[config.mk]
export PLATFORM = sky130hd
export DESIGN_NAME = vend_engine
export DESIGN_NICKNAME = d
export VERILOG_FILES = /design/src/rtl/vend_pkg.sv /design/src/rtl/change_dispenser.sv /design/src/rtl/vend_engine.sv
export SDC_FILE = /design/constraint.sdc
export NUM_CORES = 1
export LEC_CHECK = 0
export ABC_AREA = 0
export CELL_PAD_IN_SITES_DETAIL_PLACEMENT = 1
export CELL_PAD_IN_SITES_GLOBAL_PLACEMENT = 2
export CORE_AREA = 2 2 122 124
export CTS_CLUSTER_SIZE = 14
export DETAILED_ROUTE_END_ITERATION = 8
export DIE_AREA = 0 0 124 126
export PLACE_DENSITY_LB_ADDON = 0.1
export SLEW_MARGIN = 15
export SYNTH_ARGS = -nofsm -noshare
export SYNTH_HDL_FRONTEND = slang
export SYNTH_SLANG_ARGS = --single-unit
[constraint.sdc]
create_clock -name clk -period 8.85 [get_ports clk]
set_clock_uncertainty 0.2 [all_clocks]
set_input_delay 2.655 -clock clk [delete_from_list [all_inputs] [get_ports clk]]
set_output_delay 2.655 -clock clk [all_outputs]
set_load 0.01 [all_outputs]
[src/rtl/vend_pkg.sv]
// rtl/vend_pkg.sv - state encodings, error codes and change denominations for vend_engine
package vend_pkg;

  typedef enum logic [2:0] {
    ST_IDLE   = 3'd0,
    ST_CREDIT = 3'd1,
    ST_CHECK  = 3'd2,
    ST_VEND   = 3'd3,
    ST_CHANGE = 3'd4
  } vend_state_e;

  localparam logic [1:0] ERR_NONE     = 2'd0;
  localparam logic [1:0] ERR_FUNDS    = 2'd1;
  localparam logic [1:0] ERR_SOLD_OUT = 2'd2;
  localparam logic [1:0] ERR_OVERFLOW = 2'd3;

  localparam logic [7:0] COIN_BIG   = 8'd5;
  localparam logic [7:0] COIN_MID   = 8'd2;
  localparam logic [7:0] COIN_SMALL = 8'd1;

  function automatic logic [7:0] greedy_coin(input logic [7:0] amount);
    logic [7:0] coin;
    if (amount >= COIN_BIG)      coin = COIN_BIG;
    else if (amount >= COIN_MID) coin = COIN_MID;
    else                         coin = COIN_SMALL;
    return coin;
  endfunction

endpackage

[src/rtl/change_dispenser.sv]
// rtl/change_dispenser.sv - greedy change coin output with paced handshake
module change_dispenser
  import vend_pkg::*;
#(
  parameter int CHANGE_GAP = 1000
) (
  input  logic       clk,
  input  logic       rst_n,
  input  logic       start_i,
  input  logic [7:0] amount_i,
  input  logic       chg_ack_i,
  output logic       chg_valid_o,
  output logic [7:0] chg_value_o,
  output logic [7:0] dec_o,
  output logic       done_o
);

  // At least one idle cycle so valid always drops after an ack.
  localparam int GAP_LOAD = (CHANGE_GAP < 1) ? 1 : CHANGE_GAP;
  localparam int GAP_W    = $clog2(GAP_LOAD + 2);
  localparam logic [GAP_W-1:0] GAP_INIT = GAP_W'(GAP_LOAD);
  localparam logic [GAP_W-1:0] GAP_ONE  = GAP_W'(1);

  logic [7:0]       amount_q, amount_d;
  logic             valid_q, valid_d;
  logic [GAP_W-1:0] gap_q, gap_d;
  logic             take;

  assign chg_value_o = greedy_coin(amount_q);
  assign chg_valid_o = valid_q;
  assign take        = valid_q & chg_ack_i;
  assign dec_o       = take ? chg_value_o : 8'd0;
  assign done_o      = take & (amount_q == chg_value_o);

  always_comb begin
    amount_d = amount_q;
    valid_d  = valid_q;
    gap_d    = gap_q;
    if (start_i) begin
      amount_d = amount_i;
      valid_d  = (amount_i != 8'd0);
      gap_d    = '0;
    end else if (take) begin
      amount_d = amount_q - chg_value_o;
      valid_d  = 1'b0;
      gap_d    = (amount_q == chg_value_o) ? '0 : GAP_INIT;
    end else if (gap_q != '0) begin
      gap_d   = gap_q - GAP_ONE;
      valid_d = (gap_q == GAP_ONE);
    end
  end

  always_ff @(posedge clk or negedge rst_n) begin
    if (!rst_n) begin
      amount_q <= 8'd0;
      valid_q  <= 1'b0;
      gap_q    <= '0;
    end else begin
      amount_q <= amount_d;
      valid_q  <= valid_d;
      gap_q    <= gap_d;
    end
  end

endmodule

[src/rtl/vend_engine.sv]
// rtl/vend_engine.sv - N-item vending transaction engine: credit, stock, dispense, change
// Optional inactivity auto-refund is built when VEND_TIMEOUT_EN is defined.
module vend_engine
  import vend_pkg::*;
#(
  parameter int N_ITEMS        = 4,
  parameter int MAX_STOCK      = 15,
  parameter int STOCK_W        = 4,
  parameter int CREDIT_MAX     = 99,
  parameter int CHANGE_GAP     = 1000,
  parameter int TIMEOUT_CYCLES = 50_000_000
) (
  input  logic                         clk,
  input  logic                         rst,
  input  logic                         coin_valid,
  input  logic [7:0]                   coin_value,
  output logic                         coin_ready,
  output logic                         coin_reject,
  input  logic                         purchase_req,
  input  logic                         cancel_req,
  input  logic [$clog2(N_ITEMS)-1:0]   item_sel,
  input  logic [8*N_ITEMS-1:0]         price_bus,
  input  logic                         restock,
  output logic                         vend_valid,
  output logic [$clog2(N_ITEMS)-1:0]   vend_item,
  input  logic                         vend_ack,
  output logic                         chg_valid,
  output logic [7:0]                   chg_value,
  input  logic                         chg_ack,
  output logic [7:0]                   credit,
  output logic [STOCK_W*N_ITEMS-1:0]   stock_bus,
  output logic [N_ITEMS-1:0]           sold_out,
  output logic                         err_pulse,
  output logic [1:0]                   err_code,
  output logic [2:0]                   state
);

  localparam int SEL_W = $clog2(N_ITEMS);
  localparam logic [8:0]         CREDIT_CAP = 9'(CREDIT_MAX);
  localparam logic [STOCK_W-1:0] STOCK_FULL = STOCK_W'(MAX_STOCK);

  if (TIMEOUT_CYCLES < 1 || MAX_STOCK >= (1 << STOCK_W)) begin : g_bad_cfg
    $error("vend_engine: invalid TIMEOUT_CYCLES or STOCK_W too narrow for MAX_STOCK");
  end

  vend_state_e        state_q, state_d;
  logic [7:0]         credit_q, credit_d;
  logic [SEL_W-1:0]   sel_q, sel_d;
  logic [7:0]         price_q, price_d;
  logic [STOCK_W-1:0] stock_q [N_ITEMS];
  logic [STOCK_W-1:0] stock_d [N_ITEMS];
  logic               err_pulse_q, err_pulse_d;
  logic [1:0]         err_code_q, err_code_d;
  logic               reject_q, reject_d;

  logic [7:0] price_arr [N_ITEMS];
  logic       coin_take, coin_fits;
  logic [8:0] coin_sum;
  logic [7:0] credit_in;
  logic       chg_start, chg_done;
  logic [7:0] chg_amount, chg_dec;
  logic       timed_out;

  for (genvar i = 0; i < N_ITEMS; i++) begin : g_item
    assign price_arr[i] = price_bus[8*i +: 8];
    assign stock_bus[STOCK_W*i +: STOCK_W] = stock_q[i];
    assign sold_out[i] = (stock_q[i] == '0);
  end

  assign coin_ready = (state_q == ST_IDLE) || (state_q == ST_CREDIT);
  assign coin_take  = coin_valid & coin_ready;
  assign coin_sum   = {1'b0, credit_q} + {1'b0, coin_value};
  assign coin_fits  = (coin_sum <= CREDIT_CAP);
  assign credit_in  = (coin_take && coin_fits) ? coin_sum[7:0] : credit_q;

`ifdef VEND_TIMEOUT_EN
  localparam int TO_W = $clog2(TIMEOUT_CYCLES + 1);
  logic [TO_W-1:0] to_q, to_d;
  logic            activity;

  assign activity  = coin_valid | purchase_req | cancel_req;
  assign timed_out = (state_q == ST_CREDIT) && !activity && (to_q == TO_W'(TIMEOUT_CYCLES));

  always_comb begin
    to_d = to_q;
    if (state_q != ST_CREDIT || activity) to_d = '0;
    else if (to_q != TO_W'(TIMEOUT_CYCLES)) to_d = to_q + TO_W'(1);
  end

  always_ff @(posedge clk or negedge rst) begin
    if (!rst) to_q <= '0;
    else      to_q <= to_d;
  end
`else
  assign timed_out = 1'b0;
`endif

  always_comb begin
    state_d     = state_q;
    credit_d    = credit_q;
    sel_d       = sel_q;
    price_d     = price_q;
    stock_d     = stock_q;
    err_pulse_d = 1'b0;
    err_code_d  = err_code_q;
    reject_d    = 1'b0;
    chg_start   = 1'b0;
    chg_amount  = credit_q;

    if (coin_take && !coin_fits) begin
      reject_d    = 1'b1;
      err_pulse_d = 1'b1;
      err_code_d  = ERR_OVERFLOW;
    end
    if (coin_ready && restock) begin
      for (int i = 0; i < N_ITEMS; i++) stock_d[i] = STOCK_FULL;
    end

    case (state_q)
      ST_IDLE: begin
        credit_d = credit_in;
        if (coin_take && coin_fits) state_d = ST_CREDIT;
        if (purchase_req) begin
          err_pulse_d = 1'b1;
          err_code_d  = ERR_FUNDS;
        end
      end
      ST_CREDIT: begin
        credit_d = credit_in;
        if (cancel_req || timed_out) begin
          if (credit_in != 8'd0) begin
            state_d    = ST_CHANGE;
            chg_start  = 1'b1;
            chg_amount = credit_in;
          end else begin
            state_d = ST_IDLE;
          end
        end else if (purchase_req) begin
          state_d = ST_CHECK;
          sel_d   = item_sel;
        end
      end
      ST_CHECK: begin
        if (stock_q[sel_q] == '0) begin
          state_d     = ST_CREDIT;
          err_pulse_d = 1'b1;
          err_code_d  = ERR_SOLD_OUT;
        end else if (credit_q < price_arr[sel_q]) begin
          state_d     = ST_CREDIT;
          err_pulse_d = 1'b1;
          err_code_d  = ERR_FUNDS;
        end else begin
          price_d = price_arr[sel_q];
          state_d = ST_VEND;
        end
      end
      ST_VEND: begin
        if (vend_ack) begin
          if (stock_q[sel_q] != '0) stock_d[sel_q] = stock_q[sel_q] - STOCK_W'(1);
          credit_d = credit_q - price_q;
          if (credit_q != price_q) begin
            state_d    = ST_CHANGE;
            chg_start  = 1'b1;
            chg_amount = credit_q - price_q;
          end else begin
            state_d = ST_IDLE;
          end
        end
      end
      ST_CHANGE: begin
        credit_d = credit_q - chg_dec;
        if (chg_done) state_d = ST_IDLE;
      end
      default: state_d = ST_IDLE;
    endcase
  end

  always_ff @(posedge clk or negedge rst) begin
    if (!rst) begin
      state_q     <= ST_IDLE;
      credit_q    <= 8'd0;
      sel_q       <= '0;
      price_q     <= 8'd0;
      err_pulse_q <= 1'b0;
      err_code_q  <= ERR_NONE;
      reject_q    <= 1'b0;
      for (int i = 0; i < N_ITEMS; i++) stock_q[i] <= STOCK_FULL;
    end else begin
      state_q     <= state_d;
      credit_q    <= credit_d;
      sel_q       <= sel_d;
      price_q     <= price_d;
      err_pulse_q <= err_pulse_d;
      err_code_q  <= err_code_d;
      reject_q    <= reject_d;
      stock_q     <= stock_d;
    end
  end

  change_dispenser #(.CHANGE_GAP(CHANGE_GAP)) u_change (
    .clk        (clk),
    .rst_n      (rst),
    .start_i    (chg_start),
    .amount_i   (chg_amount),
    .chg_ack_i  (chg_ack),
    .chg_valid_o(chg_valid),
    .chg_value_o(chg_value),
    .dec_o      (chg_dec),
    .done_o     (chg_done)
  );

  assign vend_valid  = (state_q == ST_VEND);
  assign vend_item   = sel_q;
  assign credit      = credit_q;
  assign err_pulse   = err_pulse_q;
  assign err_code    = err_code_q;
  assign coin_reject = reject_q;
  assign state       = state_q;

endmodule

; ---- Yosys cells after proc, flatten, opt, wreduce, memory -nomap -nowiden
; Index checks and enable logic that the tools add are counted.
[totals]
ff_bits = 60
in_bits = 50
wordCells = 126
output_inout_bits = 48
[op_classes]
bitwise_logic = 7
n_eq_ne = 11
addsub = 6
order_cmp = 6
n_mux = 58
n_reduce_logical = 24
[ops]
columns = cell, n
row1 = $mux W8, 10
row2 = $mux W16, 4
row3 = $mux W10, 4
row4 = $mux W3, 9
row5 = $pmux W8 S3, 1
row6 = $logic_not A4 Y1, 5
row7 = $bmux W8 S2, 1
row8 = $bwmux W16, 1
row9 = $pmux W8 S2, 1
row10 = $reduce_bool A8 Y1, 2
row11 = $sub A8 B8 Y8, 2
row12 = $pmux W3 S5, 1
row13 = $mux W2, 7
row14 = $mux W4, 3
row15 = $mux W1, 11
row16 = $eq A10 B1 Y1 const B, 1
row17 = $reduce_bool A10 Y1, 1
row18 = $sub A10 B1 Y10 const B, 1
row19 = $add A8 B8 Y9, 1
row20 = $le A9 B7 Y1 const B, 1
row21 = $bmux W4 S2, 1
row22 = $demux W4 S2, 1
row23 = $eq A8 B3 Y1, 1
row24 = $ge A8 B2 Y1 const B, 1
row25 = other kinds (29), 41

; ---- Longest topological paths before layout
[logic_depth]
ltp_word = 11
depth_mapped = 15
depth_no_buf = 15

; ---- Modules after synthesis
; From an unflattened synthesis, not the netlist that was laid out.
[hier_totals]
hier_cells = 555
hier_area_um2 = 5034.8
[by_module_without_submodules]
columns = module, area_each_um2, cells_each, seq_area_each_um2, instances
row1 = vend_engine, 3724.8, 404, 1046.0, 1
row2 = change_dispenser, 1310.0, 151, 475.5, 1

; ---- Worst setup path after synthesis
; No wires, ideal clock.
[synth_path]
kind = in2reg
from = input coin_value[0]
to = register u_change.gap_q[1]
path_slack_ps = 3366
required_ps = 8563
stages = 13
setup_ps = 87
n_path_buf = 1
t_arrival_ps = 5197
cell_sequence = ha_1 > inv_1 > fa_1 > nor2b_1 > o211ai_1 > a211o_1 > nand2_1 > a31o_1 > buf_4 > a41oi_2 > a32oi_4 > nand2_2 > a211oi_2
[synth_via]
elab_chain_cells = 9
word_cells_on_any_way = 10
cone_classes = add/sub: 1 / order compare: 1 / mux: 5 / reduce/logical: 3
[synth_lines]
columns = element, line_no
row1 = from (decl), vend_engine.sv:16  ; input logic [7:0] coin_value,
row2 = $add A8 B8 Y9 (*), vend_engine.sv:72  ; assign coin_sum = {1'b0, credit_q} + {1'b0, coin_value};
row3 = $le A9 B7 Y1, vend_engine.sv:73  ; assign coin_fits = (coin_sum <= CREDIT_CAP);
row4 = $logic_and A1 B1 Y1, vend_engine.sv:74  ; assign credit_in = (coin_take && coin_fits) ? coin_sum[7:0] : credit_q;
row5 = $mux W8 (*), vend_engine.sv:74
row6 = $reduce_bool A8 Y1 (*), vend_engine.sv:131  ; if (credit_in != 8'd0) begin
row7 = $mux W1 (*), vend_engine.sv:131
row8 = $mux W1 (*), vend_engine.sv:130  ; if (cancel_req || timed_out) begin
row9 = $pmux W1 S2 (*), vend_engine.sv:119  ; case (state_q)
row10 = $reduce_bool A3 Y1 (no line) / $mux W10 (equally long branches), n/a
row11 = to (signal assigned), change_dispenser.sv:61  ; gap_q <= gap_d;
row12 = to (decl), change_dispenser.sv:26  ; logic [GAP_W-1:0] gap_q, gap_d;
; Every way passes the cells marked *; elsewhere a longest branch is shown, timed or not.
; A chain may end at the register's enable or synchronous reset.

; ---- Worst setup path after layout
; Same ends and word-level chain as after synthesis.

==> impl_results.md <==
- Post-Syn Instances: 538
- DRC: 0
- Max Clock Freq: 159 MHz
- H-tree level count: 3
- Largest family of logic cells by synthesized area: compound AO/OA/AOI/OAI gates
- DP Worst Slack: 2170 ps
- Vias in the first global route: 4881
- P per Cell Area: 115 mW/mm²
- Switching share of total power: 22.6%
- Ys Warns: 0
- CP Max Fanout: 18
- Initial DRT Pass Iterations: 4
- Routability cong.: 0.826
- RSZ-0062 raised after global routing: false
- Via density: 5.51
- Clock sinks: 60
- Least-Margin Pin Slew: 989 ps
- Dpl cells: 799
- Vias after detailed routing: 4492
- Post-synthesis compound-gate area fraction: 20.6%
- Critical Path RT: 8910 ps
- Flop pwr share: 38.8%
- Top FF cell, synth: dfrtp_1
- CTS Buffer Depth: 2
- Status: complete, no violations
- Placed Area: 0.00586 mm²
- Worst relative slew slack: 33.5%
- Fin cells: 815
- Post-CTS Setup Inserts: 0
- Resized Gates After CTS: 0
- Commonest non-fill, non-tap cell in the layout: clkdlybuf4s50_1
- Routed WL: 15.3 mm
- Initial antenna violation count: 0
- I/O pins: 98
- First-pass GRT wire length: 25.3 mm
- Die X-Extent: 124 µm
- Nets: 711
- Max Cap Viol: 0
- Hold crit path type: reg2reg
- Most frequent cells in the layout: 91 x clkdlybuf4s50_1, 51 x nand2_1, 46 x nor2_1, 44 x dfrtp_1, 40 x a21oi_1
- Final Hold Viols: 0
- Final ANT Viol Nets: 0
- Final instance area: 0.00617 mm²
- Die height: 126 µm
- Final setup viols: 0
- Crit end category: flop
- Adder-cell share of the synthesized area: 9.76%
- Mux cell area share after synthesis: 8.85%
- CTS Buf Count: 9
- Clk network pwr share: 52.6%
- Seq cells post-synth: 60
- Hpwl dp: 11.7 mm
- Worst skew pair latency: 340 ps
- Post-synthesis sequential area ratio: 31.7%
- GRT Overall Usage: 20.8%
- Cts hold-fix bufs: 0
- Wire per inst: 18.8 µm
- CP startpoint kind: input pin
- Mean post-synth cell area: 8.91 µm²
- Combinational share of power: 8.6%
- Clk root buf: clkbuf_16
- Arrival @ worst endpoint: 6340 ps
- Post-synth EDFFs: 0
- Die area: 0.0156 mm²
- CTS tree: built
- Static Leakage: 2.47 nW
- Crit Path Category: in2reg
- CTS clk-pin slew, worst paths: 60 ps
- Max VDD drop: 0.0643 mV
- Final worst-path cycle share: 71.0%
- P_int: 0.548 mW
- NetSw: 0.160 mW
- Ratio of cells with drive above 1 in the final layout: 10.1%
- Antenna cells: 0
- Netlist cell types: 71
- Post-Syn Area: 0.00479 mm²
- Max Slew Vio Count: 0
- Post-Synth XOR/XNOR Area: 5.12%
- DR iter-0 viols: 219
- Initial Utilization: 33.5%
- Port bufs: 92
- FP Rows: 44
- Setup WS post-layout: 2570 ps
- Largest net degree at the start of global routing: 61
- Core area: 0.0143 mm²
- Synth-to-Final Area Change: 28.8%
- Final worst path period need: 6280 ps
- Setup TNS Final: 0 ps
- Asr flop ratio synth: 100%
- Total grt overflow: 0
- Simple logic cell fraction of the synthesized area: 18.5%
[state kept, by name, summed over array words and instances (netlist names)]
name and flops:
coin_reject 1, credit 8, err_code 2, err_pulse 1
price_q 8, state 3, stock_bus 16, u_change.amount_q 8
u_change.chg_valid_o 1, u_change.gap_q 10, vend_item 2
[cell type report]
type / instances / area, µm²
Tap cell: 184 / 230
Sequential cell: 60 / 1520
Timing Repair Buffer: 96 / 946
Multi-Input combinational cell: 424 / 3030
Inverter: 35 / 131
Clock buffer: 13 / 270
Clock inverter: 3 / 45.0
Fill cell: 1705 / 8140
[routing by layer]
metal	wire length, µm	vias to the layer above	GRT usage [%]
li1	-	2143	-
met1	7050	2216	28.1
met2	7180	112	32.8
met3	706	21	3.76
met4	375	0	8.20
met5	0	-	0
[worst max-delay path: stages]
cell	delay [ps]
clkdlybuf4s50_1	470
ha_1	180
inv_1	60
fa_1	430
nor2b_1	180
o211ai_1	140
a211o_1	320
nand2_1	210
a31o_1	450
a41oi_2	220
a32oi_4	630
nand2_2	170
a211oi_2	220
[Yosys cell counts (all sizes together), types with 3 or more instances]
cell	n	area share [%]
nand2	53	4.3
nor2	46	3.6
dfrtp	44	23
a21oi	40	4.2
o21ai	40	4.2
inv	35	2.7
ha	31	8.1
nor3	22	2.5
xnor2	22	4.0
dfstp	16	8.8
buf	13	1.8
nor4	13	1.7
mux2i	12	2.5
mux4	12	5.6
nand3	11	1.1
clkbuf	10	0.78
nor2b	9	1.2
a21o	7	1.1
o211ai	7	1.1
a22o	6	1.1
nor3b	6	1.0
o221ai	6	1.1
xor2	6	1.1
a211oi	5	0.99
a31oi	5	0.78
a22oi	4	0.63
fa	4	1.7
or2	4	0.52
a41oi	3	0.70
mux2	3	0.70
nand2b	3	0.39
o21a	3	0.47
[logic make-up (layout without fill, tap and decap cells)]
logic type      after synthesis  after routing
simple gates                181            181
compound gates              148            148
flops                        60             60
buf+inv                      58            147
fa+ha+maj                    35             35
xor+xnor                     28             28
mux                          27             27
other cells                   1              5
[path summary, 6_finish.rpt]
| check | to | cells after the start | from | slack (ps) |
|---|---|---|---|---|
| worst max-delay path | u_change.gap_q[1] | 13 | coin_value[0] | 2570 |
| worst min-delay path | price_q[0] | 1 | price_q[0] | 300 |
| worst max register to register | u_change.gap_q[1] | 11 | credit[1] | 4700 |
| worst min register to register | price_q[0] | 1 | price_q[0] | 300 |
| max in group asynchronous | credit[0] | 2 | rst | 5620 |
| min in group asynchronous | price_q[6] | 2 | rst | 2270 |
[through the flow]
stage | total power [mW] | util [%] | hold slack, ps
after floorplan | 0.307 | - | 262
after global placement | 0.340 | 40.9 | 277
after detailed placement | 0.341 | 40.9 | 292
after CTS | 0.716 | 43.1 | 305
after global routing | 0.735 | 43.1 | 311
final | 0.708 | 43.1 | 302
[power by group through the flow]
stage	combinational [mW]	clock, mW	sequential [mW]
global placement	0.0604	0	0.279
floorplan	0.0276	0	0.279
finish	0.0608	0.373	0.275
CTS	0.0620	0.379	0.275
global route	0.0681	0.393	0.275
detailed placement	0.0617	0	0.279
Power figures use the tool's default switching activity.
